$ cat src/rtl/srl_delay_bus_pkg.sv
// Shared types and helpers for the variable-depth parallel delay line.
// Fill-state encodings are fixed so software and waveforms can decode them directly.
package srl_delay_bus_pkg;

    typedef enum logic [1:0] {
        FillEmpty   = 2'd0,
        FillFilling = 2'd1,
        FillFull    = 2'd2
    } fill_state_e;

    // Index width for an n-entry array, never narrower than one bit.
    function automatic int unsigned clog2_w(input int unsigned n);
        int unsigned w;
        w = $clog2(n);
        return (w == 0) ? 1 : w;
    endfunction

endpackage

$ cat src/rtl/srl_fill_ctrl.sv
// Fill tracking for the delay line: saturating shift counter and EMPTY/FILLING/FULL state.
// The state machine and the counter share one clocked process so they can never disagree.
module srl_fill_ctrl
    import srl_delay_bus_pkg::*;
#(
    parameter int unsigned Depth    = 256,
    parameter int unsigned CntWidth = 9
) (
    input  logic                clk_i,
    input  logic                rst_i,
    input  logic                ce_i,
    input  logic                flush_i,
    output logic [CntWidth-1:0] fill_cnt_o,
    output logic                full_o
);

    localparam logic [CntWidth-1:0] DepthCnt = CntWidth'(Depth);
    localparam logic [CntWidth-1:0] LastCnt  = CntWidth'(Depth - 1);

    logic [CntWidth-1:0] cnt_q, cnt_d;
    fill_state_e         state_q;
    logic                full_q;

    always_comb begin
        cnt_d = cnt_q;
        if (cnt_q != DepthCnt) begin
            cnt_d = cnt_q + 1'b1;
        end
    end

    // flush outranks ce, so a simultaneous shift is dropped entirely.
    always_ff @(posedge clk_i or posedge rst_i) begin
        if (rst_i) begin
            cnt_q   <= '0;
            state_q <= FillEmpty;
            full_q  <= 1'b0;
        end else if (flush_i) begin
            cnt_q   <= '0;
            state_q <= FillEmpty;
            full_q  <= 1'b0;
        end else if (ce_i) begin
            cnt_q <= cnt_d;
            unique case (state_q)
                FillEmpty, FillFilling: begin
                    if (cnt_q == LastCnt) begin
                        state_q <= FillFull;
                        full_q  <= 1'b1;
                    end else begin
                        state_q <= FillFilling;
                        full_q  <= 1'b0;
                    end
                end
                FillFull: begin
                    state_q <= FillFull;
                    full_q  <= 1'b1;
                end
                default: begin
                    state_q <= FillEmpty;
                    full_q  <= 1'b0;
                end
            endcase
        end
    end

    assign fill_cnt_o = cnt_q;
    assign full_o     = full_q;

endmodule

$ cat src/rtl/srl_delay_bus.sv
// WIDTH-bit variable-depth delay line with clock enable, synchronous flush and a qualified tap.
// q_valid only asserts when the selected tap holds data written since the last reset or flush.
module srl_delay_bus
    import srl_delay_bus_pkg::*;
#(
    parameter int unsigned WIDTH     = 8,
    parameter int unsigned ADR_WIDTH = 8,
    parameter int unsigned SRL_DEPTH = 256
) (
    input  logic                 clock,
    input  logic                 reset,
    input  logic                 ce,
    input  logic                 flush,
    input  logic [ADR_WIDTH-1:0] adr,
    input  logic [WIDTH-1:0]     d,
    output logic [WIDTH-1:0]     q,
    output logic                 q_valid,
    output logic                 adr_err,
    output logic                 full,
    output logic [ADR_WIDTH:0]   fill_cnt
);

    localparam int unsigned CntW = ADR_WIDTH + 1;
    localparam int unsigned IdxW = clog2_w(SRL_DEPTH);
    localparam logic [CntW-1:0] DepthCnt = CntW'(SRL_DEPTH);

    logic            adr_ok;
    logic [IdxW-1:0] tap_idx;

    assign adr_ok  = ({1'b0, adr} < DepthCnt);
    assign tap_idx = adr[IdxW-1:0];
    assign adr_err = ~adr_ok;

    srl_fill_ctrl #(
        .Depth    (SRL_DEPTH),
        .CntWidth (CntW)
    ) u_fill_ctrl (
        .clk_i      (clock),
        .rst_i      (reset),
        .ce_i       (ce),
        .flush_i    (flush),
        .fill_cnt_o (fill_cnt),
        .full_o     (full)
    );

    // One shift register per data bit; stage 0 is the youngest sample.
    for (genvar b = 0; b < WIDTH; b++) begin : g_bit
        logic [SRL_DEPTH-1:0] sr_q, sr_d;

        always_comb begin
            sr_d = sr_q;
            if (flush) begin
                sr_d = '0;
            end else if (ce) begin
                sr_d = {sr_q[SRL_DEPTH-2:0], d[b]};
            end
        end

        always_ff @(posedge clock or posedge reset) begin
            if (reset) begin
                sr_q <= '0;
            end else begin
                sr_q <= sr_d;
            end
        end

        assign q[b] = adr_ok & sr_q[tap_idx];
    end

    // Combinational so a tap change is re-qualified in the same cycle.
    assign q_valid = adr_ok & (fill_cnt > {1'b0, adr});

endmodule

$ cat config.mk
export PLATFORM = sky130hd
export DESIGN_NAME = srl_delay_bus
export DESIGN_NICKNAME = d
export VERILOG_FILES = /design/src/rtl/srl_delay_bus_pkg.sv /design/src/rtl/srl_fill_ctrl.sv /design/src/rtl/srl_delay_bus.sv
export SDC_FILE = /design/constraint.sdc
export NUM_CORES = 2
export LEC_CHECK = 0
export CORE_MARGIN = 5
export CORE_UTILIZATION = 50
export DETAILED_ROUTE_END_ITERATION = 8
export PLACE_DENSITY = 0.68
export SETUP_SLACK_MARGIN = 0.05
export SYNTH_ARGS = -nofsm -noshare
export SYNTH_HDL_FRONTEND = slang
export SYNTH_HIERARCHICAL = 1
export SYNTH_SLANG_ARGS = --single-unit
$ cat constraint.sdc
create_clock -name clock -period 78.4 [get_ports clock]
set_clock_uncertainty 0.2 [all_clocks]
set_input_delay 23.52 -clock clock [delete_from_list [all_inputs] [get_ports clock]]
set_output_delay 23.52 -clock clock [all_outputs]
set_load 0.1 [all_outputs]
# Word level (Yosys, flattened, before mapping)
# Cells that the tools add are included.
# Widths: inputs -> output; s select.
word_totals:
  input_bits: 20
  register_bits: 2060
  out_inout_bits: 20
op_classes:
  eq_ne: 4
  reduce_logical: 5
  addsub: 1
  magnitude_cmp: 2
  n_mux: 43
ops:
  columns: ["operator", "count"]
  rows:
  - ["$mux 256", 16]
  - ["$bmux 1 s8", 8]
  - ["$mux 9", 3]
  - ["$mux 1", 11]
  - ["$add 9x1->9 const B", 1]
  - ["$eq 9x8->1 const B", 1]
  - ["$gt 9x8->1", 1]
  - ["$lt 8x9->1 const B", 1]
  - ["$ne 9x9->1 const B", 1]
  - ["$mux 2", 3]
  - ["$pmux 2 s2", 1]
  - ["$reduce_bool 2->1", 2]
  - ["$eq 2x1->1 const B", 1]
  - ["$eq 2x2->1 const B", 1]
  - ["$logic_not 2->1", 1]
  - ["$pmux 1 s2", 1]
  - ["$reduce_and 2->1", 1]
  - ["$reduce_or 2->1", 1]

# Logic depth before layout (Yosys ltp)
depth:
  word_depth: 5
  depth_mapped: 14
  depth_no_buf: 9

# By module
# The synthesis kept the hierarchy.
modules_own_cells:
  columns: ["module", "instances", "area_per_inst_um2", "cells_each"]
  rows:
  - ["srl_delay_bus", 1, 97860.1, 7806]
  - ["srl_fill_ctrl", 1, 618.1, 61]

# Least setup slack after synthesis
# OpenSTA, ideal clock, no wires.
synth_timing:
  kind: "input port to output port"
  startpoint: "input adr[1]"
  endpoint: "output q_valid"
  path_stages: 14
  setup_slack_ns: 27.161
  t_arrival_ns: 27.519
  cell_sequence: "buf_2 buf_2 buf_2 inv_1 buf_2 buf_1 ha_1 nor2b_1 o21a_1 o21a_1 o21ai_0 nand2b_1 a21oi_1 o31ai_1"
synth_between:
  elab_chain_len: 1
synth_lines:
  columns: ["item", "line", "rtl"]
  rows:
  - ["start: declaration", "srl_delay_bus.sv:14", "input logic [ADR_WIDTH-1:0] adr,"]
  - ["$gt 9x8->1", "srl_delay_bus.sv:71", "assign q_valid = adr_ok & (fill_cnt > {1'b0, adr});"]
  - ["end: declaration", "srl_delay_bus.sv:17", "output logic q_valid,"]
# No other way between the ends.

# Worst setup path after layout
layout_timing:
  startpoint: "input adr[0]"
  endpoint: "output q[3]"
layout_between:
  elab_chain_len: 2
layout_lines:
  columns: ["item", "line", "rtl"]
  rows:
  - ["$bmux 1 s8", "srl_delay_bus.sv:67", "assign q[b] = adr_ok & sr_q[tap_idx];"]
  - ["$mux 1 (implied by the code)", "srl_delay_bus.sv:67", null]
  - ["end: declaration", "srl_delay_bus.sv:16", "output logic [WIDTH-1:0] q,"]
# No other way between the ends. The select of a mux whose other input is x is not followed.

==> metrics.md <==
| Metric | Value |
|---|---|
| Seq cells post-synth | `2059` |
| Slew HR | `20.3%` |
| Row count | `162` |
| Vias in the first global route | `60481` |
| Cts-stage hold buffer count | `0` |
| Cells after DPL | `10017` |
| I/O pins | `40` |
| Final setup fails | `0` |
| Startpoint types | `primary input` |
| Core area | `195000 um2` |
| Post-Syn Instances | `7867` |
| Post-CTS setup repair buffer count | `0` |
| Hold slack | `0.285 ns` |
| Max-slew violation count | `0` |
| Seq/Total Area, Yosys | `52.3%` |
| Outcome | `finished clean` |
| Total CTS buffers | `211` |
| Async set-or-reset flop fraction in the synthesized netlist | `100%` |
| Setup CP Type | `primary input to primary output` |
| Non-Filler Instances | `10414` |
| Worst Max-Slew Pin Slew | `1.19 ns` |
| Final net count | `7637` |
| Pleak | `52.7 nW` |
| Die X | `454 um` |
| Synth Cell Area | `98500 um2` |
| Clk slew on worst S/H paths | `0.06 ns` |
| I/O Buffers | `38` |
| Share of cells above drive strength 1 | `13.2%` |
| Final GP Congestion | `0.768` |
| Worst-Skew Late Latency | `0.84 ns` |
| CTS Sinks | `2059` |
| Hold Crit Class | `flop to flop` |
| CP arrival | `29.74 ns` |
| Post-synth EDFFs | `0` |
| Routed length per instance | `20.0 um` |
| Die area | `206000 um2` |
| Unrepaired setup endpoints after global routing | `false` |
| H-Tree Depth | `4` |
| Unique masters post-synth | `61` |
| Maximum fanout along the worst path | `96` |
| GRT Overall Usage | `20.5%` |
| First-pass GRT wire length | `344000 um` |
| Drt drc | `0` |
| First-iteration detailed-routing DRC count | `4998` |
| Highest clock rate | `18.7 MHz` |
| Setup crit end kind | `primary output` |
| Synth-to-layout area growth | `9.20%` |
| Max Cap Viol | `0` |
| YS warnings | `6` |
| DRT Pass-1 Iters | `7` |
| Tcrit/Tclk final | `68.2%` |
| Synth Net Count | `7898` |
| Root buf cell | `clkbuf_16` |
| PostCTS Resize Cnt | `0` |
| Antenna violations before repair | `5` |
| Pwr Total | `2.21 mW` |
| Vias after detailed routing | `59519` |
| Final min period | `53.46 ns` |
| Routed WL | `208000 um` |
| Initial core utilization | `50.4%` |
| CTS tree | `yes` |
| Setup TNS | `0 ns` |
| Vias per cell | `5.72` |
| WP data required | `54.68 ns` |
| Synth Flop Type | `dfrtp_1` |
| Final core utilization | `55.0%` |
| Die Ht | `454 um` |
| Syn avg cell area | `12.5 um2` |
| Largest net degree at the start of global routing | `245` |
| Worst VDD drop | `0.0160 mV` |
| Estimated wirelength of the detail-placed design | `120000 um` |
| Antenna-violating nets left | `0` |
| Grt ovf | `0` |
| Power density over cell area | `20.6 nW/um2` |
| Clock tree buffer depth | `3` |
| Final Hold Fails | `0` |
-- sequential cells by signal, indices dropped and copies added (netlist names) --
name	count
g_bit.sr_q	2048
u_fill_ctrl/fill_cnt_o	9
u_fill_ctrl/full_o	1
u_fill_ctrl/state_q	1
-- cell usage after synthesis (12+ instances only) --
library cell  count  area share [%]
mux2i_1        2159              22
nor2_1         2088             8.0
dfrtp_1        2059              52
mux4_2          542              12
clkbuf_1        374             1.4
buf_1           149            0.57
nand2_1          83            0.32
a21oi_1          47            0.24
buf_2            46            0.23
a22oi_1          43            0.33
buf_6            36            0.41
o221ai_1         34            0.30
o21ai_0          23            0.12
nor3_1           16           0.081
o22ai_1          16            0.10
buf_4            15            0.11
inv_1            12           0.046
-- final timing paths --
check	start	endpoint	slack [ns]	cells past startpoint
min in group asynchronous	reset	u_fill_ctrl/fill_cnt_o[5]$_DFFE_PP0P_	22.87	2
max in group asynchronous	reset	g_bit[6].sr_q[149]$_DFFE_PP0P_	50.83	7
max reg2reg	u_fill_ctrl/fill_cnt_o[0]$_DFFE_PP0P_	u_fill_ctrl/fill_cnt_o[0]$_DFFE_PP0P_	76.58	5
min	u_fill_ctrl/state_q[0]$_DFFE_PP0P_	u_fill_ctrl/full_o$_DFFE_PP0P_	0.29	1
min reg2reg	u_fill_ctrl/state_q[0]$_DFFE_PP0P_	u_fill_ctrl/full_o$_DFFE_PP0P_	0.29	1
max	adr[0]	q[3]	24.94	10
-- layer usage --
layer	share of wire, %	GRT usage (%)	up-vias
met5	0	0	-
met4	2.6	5.65	0
met3	4.2	3.24	299
met2	47	31.8	938
met1	47	30.3	31014
li1	-	-	27268
-- kinds of logic (layout without fill, tap and decap cells) --
family	after synthesis	after routing	synth area share, %
multiplexers	2705	2705	34.4
AND/OR/NAND/NOR	2230	2230	8.66
flip-flops	2059	2059	52.3
buffers and inverters	639	558	2.88
AO/OA/AOI/OAI	219	219	1.58
adder cells (fa/ha/maj)	11	11	0.140
XOR/XNOR	3	3	0.0267
other	1	5	0.00381
-- placed cells by master, fill, tap and decap left out, drive strengths merged, types with 12 or more instances in the layout --
master	count
nor2	2088
clkdlybuf4s50	32
a221oi	12
buf	119
nor3	16
inv	21
a21oi	47
clkbuf	326
o21ai	24
clkinv	49
a22oi	43
dfrtp	2059
o22ai	16
mux2i	2159
nand2	83
o221ai	34
mux4	542
-- final cells by class --
type | count | area [um2]
timing repair buffer | 151 | 1490
clock buffer | 326 | 6420
inverter | 14 | 63.8
fill | 16197 | 87900
sequential | 2059 | 51500
clock inverter | 67 | 582
multi-input combinational | 5169 | 44200
tap | 2624 | 3280
antenna | 4 | 10.0
-- through the flow --
step	instance area, um2	setup slack [ns]
finish	108000	24.94
detailed placement	101000	24.76
global placement	101000	24.81
CTS	108000	24.76
global route	108000	24.52
floorplan	98500	26.24
-- critical path, cell delays in order --
cell and delay (ns):
buf_8 0.47, buf_12 0.65, buf_4 0.91, buf_4 0.64, mux4_2 0.58, mux4_2 0.51
a22oi_1 0.49, nand2_1 0.41, o211a_1 0.28, clkdlybuf4s50_1 0.99
-- where the power goes --
part / switching (mW) / internal (mW) / total, mW
clock: 0.422 / 0.582 / 1.00
sequential: 0.000965 / 1.06 / 1.06
combinational: 0.101 / 0.0442 / 0.146
total: 0.524 / 1.69 / 2.21
(Power assumes the default switching activity.)
